==> config.mk <==
export PLATFORM = sky130hd
export DESIGN_NAME = ram_bist_ctrl
export DESIGN_NICKNAME = d
export VERILOG_FILES = /design/src/rtl/ram_pkg.sv /design/src/rtl/ram_bist_cmp.sv /design/src/rtl/ram_bist_ctrl.sv
export SDC_FILE = /design/constraint.sdc
export NUM_CORES = 1
export LEC_CHECK = 0
export CELL_PAD_IN_SITES_DETAIL_PLACEMENT = 1
export CELL_PAD_IN_SITES_GLOBAL_PLACEMENT = 2
export CORE_MARGIN = 5
export CORE_UTILIZATION = 29
export DETAILED_ROUTE_END_ITERATION = 7
export PLACE_DENSITY = 0.84
export SYNTH_ARGS = -nofsm -noshare
export SYNTH_HDL_FRONTEND = slang
export SYNTH_SLANG_ARGS = --single-unit
==> constraint.sdc <==
create_clock -name clk -period 2.1 [get_ports clk]
set_clock_uncertainty 0.2 [all_clocks]
set_input_delay 0.42 -clock clk [delete_from_list [all_inputs] [get_ports clk]]
set_output_delay 0.42 -clock clk [all_outputs]
set_load 0.01 [all_outputs]
==> src/rtl/ram_pkg.sv <==
// Shared types and defaults for the 16x8 RAM BIST engine.
package ram_pkg;

  localparam int unsigned RamAddrW   = 4;
  localparam int unsigned RamDataW   = 8;
  localparam int unsigned RamDepth   = 2 ** RamAddrW;
  localparam logic [7:0]  RamPattern = 8'hA5;

  typedef enum logic [2:0] {
    StIdle,
    StWr0,
    StRd0,
    StWr1,
    StRd1,
    StDone
  } bist_state_e;

  typedef struct packed {
    logic                valid;
    logic [RamAddrW-1:0] addr;
    logic                phase;
  } cmp_tag_t;

endpackage

==> src/rtl/ram_bist_cmp.sv <==
// Registered read-data compare stage: error counter and first-failure latch.
module ram_bist_cmp
  import ram_pkg::*;
#(
  parameter int unsigned       ADDR_W  = RamAddrW,
  parameter int unsigned       DATA_W  = RamDataW,
  parameter logic [DATA_W-1:0] PATTERN = DATA_W'(RamPattern)
) (
  input  logic              clk,
  input  logic              rst_n,
  input  logic              i_clear,
  input  cmp_tag_t          i_tag,
  input  logic [DATA_W-1:0] i_rdata,
  output logic [ADDR_W+1:0] o_err_cnt,
  output logic              o_err_zero_d,
  output logic [ADDR_W-1:0] o_fail_addr,
  output logic              o_fail_phase
);

  logic [ADDR_W+1:0] r_err_cnt, w_err_cnt_d;
  logic [ADDR_W-1:0] r_fail_addr;
  logic              r_fail_phase;
  logic [DATA_W-1:0] w_exp;
  logic              w_miscmp;

  always_comb begin
    w_exp = PATTERN ^ DATA_W'(i_tag.addr);
    if (i_tag.phase) begin
      w_exp = ~w_exp;
    end
    w_miscmp = i_tag.valid && (i_rdata != w_exp);
    w_err_cnt_d = r_err_cnt;
    if (i_clear) begin
      w_err_cnt_d = '0;
    end else if (w_miscmp && !(&r_err_cnt)) begin
      w_err_cnt_d = r_err_cnt + 1'b1;
    end
  end

  always_ff @(posedge clk or negedge rst_n) begin
    if (!rst_n) begin
      r_err_cnt    <= '0;
      r_fail_addr  <= '0;
      r_fail_phase <= 1'b0;
    end else begin
      r_err_cnt <= w_err_cnt_d;
      if (i_clear) begin
        r_fail_addr  <= '0;
        r_fail_phase <= 1'b0;
      end else if (w_miscmp && (r_err_cnt == '0)) begin
        r_fail_addr  <= i_tag.addr;
        r_fail_phase <= i_tag.phase;
      end
    end
  end

  assign o_err_cnt    = r_err_cnt;
  assign o_err_zero_d = (w_err_cnt_d == '0);
  assign o_fail_addr  = r_fail_addr;
  assign o_fail_phase = r_fail_phase;

endmodule

==> src/rtl/ram_bist_ctrl.sv <==
// Two-pass write/read-compare march BIST for a single-port synchronous RAM
// with one cycle of read latency. All RAM-side and status outputs are registered.
module ram_bist_ctrl
  import ram_pkg::*;
#(
  parameter int unsigned       ADDR_W  = RamAddrW,
  parameter int unsigned       DATA_W  = RamDataW,
  parameter logic [DATA_W-1:0] PATTERN = DATA_W'(RamPattern)
) (
  input  logic              clk,
  input  logic              rst_n,
  input  logic              start,
  output logic              mem_wr_en,
  output logic [ADDR_W-1:0] mem_addr,
  output logic [DATA_W-1:0] mem_wdata,
  input  logic [DATA_W-1:0] mem_rdata,
  output logic              busy,
  output logic              done,
  output logic              pass,
  output logic [ADDR_W+1:0] err_cnt,
  output logic [ADDR_W-1:0] fail_addr,
  output logic              fail_phase
);

  localparam int unsigned     DEPTH    = 2 ** ADDR_W;
  localparam int unsigned     CntW     = ADDR_W + 1;
  localparam logic [CntW-1:0] LastIdx  = CntW'(DEPTH - 1);
  localparam logic [CntW-1:0] DrainIdx = CntW'(DEPTH);

  function automatic logic [DATA_W-1:0] exp_word(input logic [ADDR_W-1:0] a, input logic p);
    logic [DATA_W-1:0] w;
    w = PATTERN ^ DATA_W'(a);
    return p ? ~w : w;
  endfunction

  bist_state_e       r_state, w_state_d;
  logic [CntW-1:0]   r_cnt, w_cnt_d;
  cmp_tag_t          r_tag, w_tag_d;
  logic              w_clear, w_err_zero_d;
  logic              r_mem_wr_en, w_mem_wr_en_d;
  logic [ADDR_W-1:0] r_mem_addr, w_mem_addr_d;
  logic [DATA_W-1:0] r_mem_wdata, w_mem_wdata_d;
  logic              r_busy, w_busy_d;
  logic              r_done, w_done_d;
  logic              r_pass;

  always_comb begin
    w_state_d = r_state;
    w_cnt_d   = r_cnt;
    w_clear   = 1'b0;
    w_tag_d   = '0;
    unique case (r_state)
      StIdle: begin
        if (start) begin
          w_state_d = StWr0;
          w_cnt_d   = '0;
          w_clear   = 1'b1;
        end
      end
      StWr0, StWr1: begin
        if (r_cnt == LastIdx) begin
          w_cnt_d   = '0;
          w_state_d = (r_state == StWr0) ? StRd0 : StRd1;
        end else begin
          w_cnt_d = r_cnt + 1'b1;
        end
      end
      StRd0, StRd1: begin
        // Tag travels alongside the RAM's one-cycle read latency.
        w_tag_d.valid = (r_cnt != DrainIdx);
        w_tag_d.addr  = r_cnt[ADDR_W-1:0];
        w_tag_d.phase = (r_state == StRd1);
        if (r_cnt == DrainIdx) begin
          w_cnt_d   = '0;
          w_state_d = (r_state == StRd0) ? StWr1 : StDone;
        end else begin
          w_cnt_d = r_cnt + 1'b1;
        end
      end
      StDone:  w_state_d = StIdle;
      default: w_state_d = StIdle;
    endcase
  end

  // Outputs are computed from the next state so they line up with it once registered.
  always_comb begin
    w_mem_wr_en_d = 1'b0;
    w_mem_addr_d  = '0;
    w_mem_wdata_d = '0;
    w_busy_d      = 1'b0;
    w_done_d      = 1'b0;
    unique case (w_state_d)
      StWr0, StWr1: begin
        w_mem_wr_en_d = 1'b1;
        w_mem_addr_d  = w_cnt_d[ADDR_W-1:0];
        w_mem_wdata_d = exp_word(w_cnt_d[ADDR_W-1:0], w_state_d == StWr1);
        w_busy_d      = 1'b1;
      end
      StRd0, StRd1: begin
        w_mem_addr_d = (w_cnt_d == DrainIdx) ? ADDR_W'(DEPTH - 1) : w_cnt_d[ADDR_W-1:0];
        w_busy_d     = 1'b1;
      end
      StDone:  w_done_d = 1'b1;
      default: ;
    endcase
  end

  always_ff @(posedge clk or negedge rst_n) begin
    if (!rst_n) begin
      r_state     <= StIdle;
      r_cnt       <= '0;
      r_tag       <= '0;
      r_mem_wr_en <= 1'b0;
      r_mem_addr  <= '0;
      r_mem_wdata <= '0;
      r_busy      <= 1'b0;
      r_done      <= 1'b0;
      r_pass      <= 1'b0;
    end else begin
      r_state     <= w_state_d;
      r_cnt       <= w_cnt_d;
      r_tag       <= w_tag_d;
      r_mem_wr_en <= w_mem_wr_en_d;
      r_mem_addr  <= w_mem_addr_d;
      r_mem_wdata <= w_mem_wdata_d;
      r_busy      <= w_busy_d;
      r_done      <= w_done_d;
      if (w_clear) begin
        r_pass <= 1'b0;
      end else if (w_state_d == StDone) begin
        r_pass <= w_err_zero_d;
      end
    end
  end

  ram_bist_cmp #(
    .ADDR_W (ADDR_W),
    .DATA_W (DATA_W),
    .PATTERN(PATTERN)
  ) u_cmp (
    .clk         (clk),
    .rst_n       (rst_n),
    .i_clear     (w_clear),
    .i_tag       (r_tag),
    .i_rdata     (mem_rdata),
    .o_err_cnt   (err_cnt),
    .o_err_zero_d(w_err_zero_d),
    .o_fail_addr (fail_addr),
    .o_fail_phase(fail_phase)
  );

  assign mem_wr_en = r_mem_wr_en;
  assign mem_addr  = r_mem_addr;
  assign mem_wdata = r_mem_wdata;
  assign busy      = r_busy;
  assign done      = r_done;
  assign pass      = r_pass;

endmodule

# Word level (Yosys, flattened, before mapping)
# Index checks and enable logic that the tools add are counted.
dict set report op_classes {
  addsub 2
  n_bitwise 4
  n_eq_ne 14
  mux 29
  n_reduce_logical 15
}
# operator n
set op_table {}
lappend op_table {{8-bit 2-to-1 mux} 3}
lappend op_table {{6-bit 2-to-1 mux} 3}
lappend op_table {{8-bit NOT} 2}
lappend op_table {{3-bit 2-to-1 mux} 5}
lappend op_table {{5-bit 2-to-1 mux} 3}
lappend op_table {{5-bit case mux with 3 select lines} 1}
lappend op_table {{3-bit by 2-bit == test with 1-bit output, second input constant} 4}
lappend op_table {{6-bit logical NOT} 2}
lappend op_table {{4-bit 2-to-1 mux} 3}
lappend op_table {{5-bit == test, second input constant} 2}
lappend op_table {{3-bit == test, second input constant} 3}
lappend op_table {{1-bit 2-to-1 mux} 9}
lappend op_table {{3-bit case mux with 3 select lines} 1}
lappend op_table {{8-bit != test} 1}
lappend op_table {{2-bit NOT with 4-bit output} 2}
lappend op_table {{4-bit case mux with 2 select lines} 1}
lappend op_table {{2-bit OR reduction} 4}
lappend op_table {{6-bit by 1-bit adder with 6-bit output, second input constant} 1}
lappend op_table {{3-bit by 1-bit == test with 1-bit output, second input constant} 2}
lappend op_table {{6-bit AND reduction} 1}
lappend op_table {{5-bit by 1-bit adder with 5-bit output, second input constant} 1}
lappend op_table {{5-bit by 4-bit == test with 1-bit output, second input constant} 1}
lappend op_table {{5-bit != test, second input constant} 1}
lappend op_table {{2-bit nonzero test} 2}
lappend op_table {{4 further kinds} 6}
dict set report word_totals {
  output_inout_bits 27
  regBits 41
}

# Logic depth before layout (Yosys ltp)
# Gate-level depths: netlist of run 1.
dict set report logic_depth {
  ltp_word 11
  ltp_mapped 9
  depth_no_buf 9
}

# Modules after synthesis
# From an unflattened synthesis of run 1, not the netlist that was laid out.
dict set report hier_totals {
  hier_cells 204
  area_unflattened_um2 2257.2
}
# module area_per_inst_um2 cells_each seq_area_each_um2 n_inst
set modules_own_cells {}
lappend modules_own_cells {ram_bist_ctrl 1492.7 130 700.7 1}
lappend modules_own_cells {ram_bist_cmp 764.5 74 275.3 1}

# Least setup slack after synthesis of run 1
# OpenSTA, ideal clock, no wires.
dict set report synth_timing {
  path_kind {register to register}
  startpoint {register r_cnt[1]}
  endpoint {register r_mem_addr[3] (netlist: mem_addr[3])}
  t_arrival_ps 1967
  slack_ps -203
  stages_incl_launch_ff 10
  setup_time_ps 136
  cell_sequence {dfrtp_1 -> ha_1 -> and3_1 -> ha_1 -> nor3b_1 -> a31oi_1 -> mux2_2 -> nor2b_1 -> nand4_1 -> o21ai_0}
}
dict set report synth_between {
  elab_chain_cells 6
  word_cells_on_any_way 19
}
# item line_no
set synth_rtl {}
lappend synth_rtl {{from (decl)} ram_bist_ctrl.sv:37} ;# logic [CntW-1:0] r_cnt, w_cnt_d;
lappend synth_rtl {{from (signal assigned)} ram_bist_ctrl.sv:121} ;# r_cnt <= w_cnt_d;
lappend synth_rtl {{5-bit by 1-bit adder with 5-bit output (tied with other cells)} {ram_bist_ctrl.sv:65, ram_bist_ctrl.sv:77}}
lappend synth_rtl {{5-bit 2-to-1 mux (tied with other cells)} ram_bist_ctrl.sv:73} ;# if (r_cnt == DrainIdx) begin
lappend synth_rtl {{5-bit case mux with 3 select lines or 3-bit case mux with 3 select lines (tied branches)} ram_bist_ctrl.sv:52} ;# unique case (r_state)
lappend synth_rtl {{5-bit == test (tied with other cells)} ram_bist_ctrl.sv:100} ;# w_mem_addr_d = (w_cnt_d == DrainIdx) ? ADDR_W'(DEPTH - 1) : w_cnt_d[ADDR_W-1:0];
lappend synth_rtl {{4-bit 2-to-1 mux or 2-bit OR reduction (tied branches)} {ram_bist_ctrl.sv:100, ram_bist_ctrl.sv:92}}
lappend synth_rtl {{4-bit case mux with 2 select lines (*)} ram_bist_ctrl.sv:92} ;# unique case (w_state_d)
lappend synth_rtl {{named net w_mem_addr_d[3]} ram_bist_ctrl.sv:41} ;# logic [ADDR_W-1:0] r_mem_addr, w_mem_addr_d;
lappend synth_rtl {{to (signal assigned)} ram_bist_ctrl.sv:124} ;# r_mem_addr <= w_mem_addr_d;
lappend synth_rtl {{to (decl)} ram_bist_ctrl.sv:41}
# The timed path passes the listed nets; every way through them passes the cells marked *.
# A chain may end at the register's enable or synchronous reset.

# Worst setup path in the final report of run 1
dict set report layout_timing {
  startpoint {register r_cnt[0]}
  endpoint {register r_mem_wdata[3] (netlist: mem_wdata[3])}
}
dict set report layout_between {
  elab_chain_cells 6
  word_cells_on_any_way 15
}
# item line_no
set layout_rtl {}
lappend layout_rtl {{5-bit by 1-bit adder with 5-bit output (tied with other cells)} {ram_bist_ctrl.sv:65, ram_bist_ctrl.sv:77}}
lappend layout_rtl {{5-bit 2-to-1 mux (tied with other cells)} ram_bist_ctrl.sv:73}
lappend layout_rtl {{5-bit case mux with 3 select lines or 3-bit case mux with 3 select lines (tied branches)} ram_bist_ctrl.sv:52}
lappend layout_rtl {{8-bit NOT (tied with other cells)} ram_bist_ctrl.sv:33} ;# return p ? ~w : w;
lappend layout_rtl {{8-bit 2-to-1 mux or 2-bit OR reduction (tied branches)} {ram_bist_ctrl.sv:33, ram_bist_ctrl.sv:92}}
lappend layout_rtl {{8-bit 2-to-1 mux (*)} ram_bist_ctrl.sv:92}
lappend layout_rtl {{named net w_mem_wdata_d[3]} ram_bist_ctrl.sv:42} ;# logic [DATA_W-1:0] r_mem_wdata, w_mem_wdata_d;
lappend layout_rtl {{to (signal assigned)} ram_bist_ctrl.sv:125} ;# r_mem_wdata <= w_mem_wdata_d;
lappend layout_rtl {{to (decl)} ram_bist_ctrl.sv:42}
# Marked as above.

==> run metrics, run 1 <==
Cell Count Post-Placement=365; WL final=approximately 5500 µm; Pre-antenna DRT Iters=4; IO Pins=38; Starting Density=between 20% and 30%; Mapped Cells=201; Critical Path Fanout Max=5; setup TNS=-2640 ps; vias in the first global route=1,960; DR vias=around 1,700; CTS Buf Count=5; Cell variety after synth=45; worst-margin pin slew=between 400 and 500 ps; VDD IR max=0.000670 V; DR WL/cell=14.7 µm; Slew HR=66.7%; EDFF count, synth=0; placed cell areas=0.00280 mm²; fin crit period=2310 ps; Clock Tree Buf Depth=2; Starting DRT DRC Count=51; crit path DAT=approximately 2300 ps; FILL cells=between 700 and 800; final worst-path cycle share=110%; PnR worst setup slack=-215 ps; CTS clock-pin slew for the worst setup and hold paths=70 ps; htree depth=2; final std cells w/o fill=376; total power=3.60 mW; dpl hpwl=4160 µm; Area Growth Syn to Fin=51.1%; Worst-Skew Late Latency=290 ps; share of cells above drive strength 1=29.6%; Via density=4.63; Yosys reg bits=39; RSZ-0062 raised after global routing=yes; YS warnings=0; Final Hold Viols=0; Achievable Freq=432 MHz; Die X=roughly 93 µm; Antenna diodes=0; Power Dens Cells=1180 mW/mm²; Buffers & Inverters on Critical Path=1; drt drc=0; Global Route Usage Sum=13.8%; Finished Core Util=roughly 45%; Post-layout nets=299; Core Region=0.00679 mm²; first-pass GRT wire length=9590 µm; multi-input combinational cell area=0.00110 mm²; largest net degree at the start of global routing=40; outcome=finished, violations left; largest delay contributor family on the critical path=simple AND/OR/NAND/NOR gates; WP data required=2080 ps; Setup Viol. Count Final=23; number of nets still failing antenna checks after routing=0; Net Count, Synth=219; initial antenna violation count=0; Mapped Area=0.00202 mm²; aggregate global routing overflow=0; failing checks=setup timing; worst min path class=flop to flop; register area=976 µm²; Sink Count=39; WS Path Type=flop to flop; I/O Buffers=37; Leak=1.41 nW; CP Launch Type=flop; Chip Height=93.4 µm; routability congestion estimate=0.835; ys async rst share=100%; max-slew violations=0; Rows=30; final instance area=0.00305 mm²; Root Driver=clkbuf_8; die area=about 0.0087 mm²; ys flop type=dfrtp_1; sequential-to-total area share from yosys stat=just under 50%; crit end category=flop; CP max stage delay=approximately 400 ps; CP Cell Sequence=ha_2, and3_4, ha_4, nor3b_4, a31oi_4, nor3b_1, a21oi_2, buf_4, xnor2_1, nor2_1; TritonCTS clock tree=done; max-cap violations=0; Avg Inst Size Synth=10.0 µm²; slowest stage cell, crit path=dfrtp_1
==> tightest hold or removal path, stage by stage, from the launching register on <==
cell     delay, ps
dfrtp_1        350
mux2i_1         70
nor2_1          80
==> logic make-up after synthesis <==
family | count (synthesis) | share of synthesized area, %
compound gates | 32 | 10.7
xor+xnor | 17 | 7.38
fa+ha+maj | 7 | 4.34
buf+inv | 27 | 5.71
flops | 39 | 48.4
mux | 9 | 4.53
simple gates | 70 | 18.9
==> routing by layer <==
metal / vias up / GRT usage (%) / wire, µm
li1: 847 / - / -
met1: 858 / 16.1 / 2340
met2: 32 / 25.7 / 2950
met3: 5 / 2.90 / 207
met4: 0 / 2.93 / 36
met5: - / 0 / 0
==> stage by stage <==
| step | setup WS [ps] | hold slack, ps |
|---|---|---|
| floorplan | -93.3 | -75.6 |
| global route | -331 | 376 |
| global placement | -605 | 304 |
| finish | -215 | 331 |
| CTS | -205 | 340 |
| detailed placement | -734 | 317 |
==> state kept, by name (all words and copies together), names as in the netlist, 3 cells and up <==
register	count
u_cmp.o_fail_addr	4
r_tag	6
u_cmp.o_err_cnt	6
r_state	3
mem_wdata	6
r_cnt	5
mem_addr	4
==> synth_stat cells (2+ instances only) <==
cell type	number	area (µm²)
nor3_1	9	45.0
nor4b_1	2	17.5
a41oi_1	2	17.5
and3_1	5	31.3
nand4_1	2	12.5
mux2i_1	8	80.1
buf_2	2	10.0
o31ai_1	3	22.5
clkbuf_1	3	11.3
xnor2_1	12	105
inv_1	18	67.6
xor2_1	5	43.8
or4_1	2	15.0
a21oi_1	6	30.0
nand2b_1	2	12.5
nor3b_1	5	37.5
nand3_1	4	20.0
nand2_1	8	30.0
ha_1	7	87.6
dfrtp_1	39	976
nor2_1	21	78.8
o21ai_0	11	55.1
buf_4	3	22.5
==> final timing paths <==
kind | from | endpoint | depth (start not counted) | slack, ps
worst max-delay path | r_cnt[0] | mem_wdata[3] | 10 | -210
worst min register to register | u_cmp.o_fail_addr[3] | u_cmp.o_fail_addr[3] | 2 | 330
worst min-delay path | u_cmp.o_fail_addr[3] | u_cmp.o_fail_addr[3] | 2 | 330
min in group asynchronous | rst_n | mem_addr[0] | 3 | 520
max in group asynchronous | rst_n | u_cmp.o_fail_addr[2] | 3 | 830
worst max register to register | r_cnt[0] | mem_wdata[3] | 10 | -210
==> power breakdown <==
group          leakage [nW]  internal [mW]  switching [mW]
Clock                0.0371          0.221           0.239
Combinational         0.865           1.07           0.934
Sequential            0.506          0.975           0.159
==> repair_timing <==
item                                    CTS  global route
buffers inserted                          2             2
pin swaps                                13            14
endpoints found under the setup margin   26            27
resized for setup                        32            13
gates cloned                              1             0
hold buffers                              1             0
hold endpoints to repair                 10             0
==> cell type report <==
type | instances | share of cell area, %
clock buffers | 6 | 2.38
repair buffers | 82 | 23.2
well taps | 96 | 3.94
multi-input cells | 135 | 36.2
flip-flops and latches | 39 | 32.0
inverters | 18 | 2.22
==> cell usage in the layout, fill, tap and decap left out, types with 3 or more instances in the layout <==
cell type and instances:
buf_4 41, dfrtp_1 39, clkdlybuf4s50_1 29, nor2_1 19, inv_1 18, xnor2_1 10
nand2_1 8, nor3_1 8, mux2i_1 8, o21ai_1 7, dlygate4sd2_1 7, xor2_1 5
clkbuf_8 5, and3_1 4, ha_1 4, nand3_1 3, a21oi_1 3, o31ai_2 3
a21oi_2 3, o21ai_0 3, buf_6 3
Power figures use the tool's default switching activity.
==> inputs of run 2 (changes only) <==
--- a/config.mk
+++ b/config.mk
@@ -7,9 +7,11 @@
 export LEC_CHECK = 0
 export CELL_PAD_IN_SITES_DETAIL_PLACEMENT = 1
 export CELL_PAD_IN_SITES_GLOBAL_PLACEMENT = 2
+export CORE_ASPECT_RATIO = 1.25
 export CORE_MARGIN = 5
 export CORE_UTILIZATION = 29
 export DETAILED_ROUTE_END_ITERATION = 7
+export GPL_TIMING_DRIVEN = 0
 export PLACE_DENSITY = 0.84
 export SYNTH_ARGS = -nofsm -noshare
 export SYNTH_HDL_FRONTEND = slang
==> run 2 against run 1 <==
The flow still finishes with violations (setup timing); final cell count is 5.1% lower; non-clock buffer count is 15 lower; combinational power is 2% higher; core utilization is 0.055 points higher; flip-flop and latch count stayed put; clock-buffer cell count stayed put; largest cell class unchanged; largest power group unchanged; highest routed layer unchanged.
==> run metrics, run 2 (synthesis results as in run 1) <==
number of nets still failing antenna checks after routing=0 (unchanged); TritonCTS clock tree=done; most common cell after layout, fill and taps aside=dfrtp_1; dpl hpwl=3710 µm (-11%); DR vias=1,744 (+0.11%); Slew HR=66.9% (+0.19 points); vias in the first global route=1,863 (-4.9%); placed cell areas=0.00256 mm² (-8.6%); max-cap violations=0 (unchanged); largest net degree at the start of global routing=40 (unchanged); drt drc=0 (unchanged); aggregate global routing overflow=0 (unchanged); max-slew violations=0 (unchanged); WP data required=2070 ps (about the same); Antenna diodes=0 (unchanged); Setup Viol. Count Final=22 (-4.3%); IO Pins=38 (unchanged); Sink Count=39 (unchanged); Core Region=0.00689 mm² (+1.4%); Global Route Usage Sum=13.3% (-0.50 points); Via density=4.89 (+5.4%); setup TNS=-3340 ps (-696 ps); worst min path class=flop to flop; VDD IR max=0.000706 V (+5.3%); RSZ-0062 raised after global routing=yes; routability congestion estimate=0.771 (-7.6%); final worst-path cycle share=112% (+2.0 points); Leak=1.39 nW (-1.6%); CTS Buf Count=5 (unchanged); die area=0.00873 mm² (+0.12%); outcome=finished, violations left; PnR worst setup slack=-256 ps (-41.5 ps); WS Path Type=flop to flop; Starting Density=29.3% (-0.42 points); fin crit period=2360 ps (+41.5 ps); Area Growth Syn to Fin=53.4%; Power Dens Cells=1240 mW/mm² (+5.4%); DR WL/cell=15.7 µm (+6.5%); Starting DRT DRC Count=23 (-55%); first-pass GRT wire length=9110 µm (-5.0%); CTS clock-pin slew for the worst setup and hold paths=70 ps (about the same); final instance area=0.00309 mm² (+1.6%); I/O Buffers=37 (unchanged); Root Driver=clkbuf_8; Worst-Skew Late Latency=300 ps (about the same); CP Launch Type=flop; crit end category=flop; Achievable Freq=424 MHz (-1.8%); share of cells above drive strength 1=31.1% (+1.4 points); commonest cells after routing, fill and taps aside=dfrtp_1 (37), clkdlybuf4s50_1 (29), nor2_1 (16); Die X=84.6 µm (-9.4%); Chip Height=103 µm (+11%); failing checks=setup timing; WL final=5600 µm (+1.1%); Post-layout nets=284 (-5.0%); worst-margin pin slew=497 ps (-2.87 ps); Critical Path Fanout Max=5 (unchanged); Final Hold Viols=0 (unchanged); initial antenna violation count=0 (unchanged); crit path DAT=2330 ps (+40 ps); htree depth=2 (unchanged); Rows=34 (+13%); Pre-antenna DRT Iters=4 (unchanged); Clock Tree Buf Depth=2 (unchanged)
==> run 2: per-stage QoR <==
stage               instances  total power [mW]  worst slack [ps]  hold WS [ps]  util (%)
detailed placement        329              2.68              -777           217      37.1
floorplan                 201              2.06             -93.3         -75.6         -
global placement          328              2.64              -723           301      36.9
CTS                       354              3.73              -308           336      43.3
global route              357              4.12              -337           382      44.9
finish                    357              3.85              -256           322      44.9
==> run 2: critical path: stages (launching register included) <==
cell and delay [ps]:
dfrtp_2 460, ha_4 180, and3_4 190, ha_4 170, nor3b_4 270, a31oi_4 90
mux2_4 310, nor2b_4 130, nand4_1 130, o21ai_1 100
==> run 2: cell type report <==
class / count / area (µm²)
well taps: 90 / 113
inverters: 18 / 67.6
fillers: 773 / 3800
flip-flops and latches: 39 / 978
clock inverters: 2 / 35.0
clock buffers: 6 / 82.6
multi-input cells: 135 / 1200
plain buffers: 9 / 55.1
repair buffers: 58 / 559
==> run 2: report_power, final <==
part	internal (mW)	switching, mW
Clock	0.384	0.266
Combinational	1.05	0.992
Sequential	0.978	0.178
Total	2.41	1.44
==> run 2: repair_timing <==
| item | 4_1_cts | 5_1_grt |
|---|---|---|
| setup endpoints to repair | 27 | 28 |
| pin swaps | 24 | 15 |
| buffers inserted | 16 | 3 |
| gates resized for setup | 52 | 21 |
| hold buffers | 1 | 0 |
| hold endpoints to repair | 39 | 0 |
==> run 2: final timing paths <==
| path | from | endpoint | slack, ps | cells after the start |
|---|---|---|---|---|
| worst min-delay path | u_cmp.o_fail_phase | u_cmp.o_fail_phase | 320 | 2 |
| max in group asynchronous | rst_n | r_cnt[1] | 1060 | 3 |
| worst min register to register | u_cmp.o_fail_phase | u_cmp.o_fail_phase | 320 | 2 |
| worst max-delay path | r_cnt[1] | mem_addr[2] | -260 | 9 |
| worst max register to register | r_cnt[1] | mem_addr[2] | -260 | 9 |
| min in group asynchronous | rst_n | u_cmp.o_fail_addr[0] | 420 | 3 |
==> run 2: layer usage <==
| metal | share of wire (%) | up-vias | GRT usage (%) |
|---|---|---|---|
| met4 | 1.2 | 0 | 3.65 |
| li1 | - | 824 | - |
| met2 | 54 | 33 | 24.7 |
| met1 | 41 | 882 | 15.1 |
| met3 | 4.3 | 5 | 3.57 |
| met5 | 0 | - | 0 |
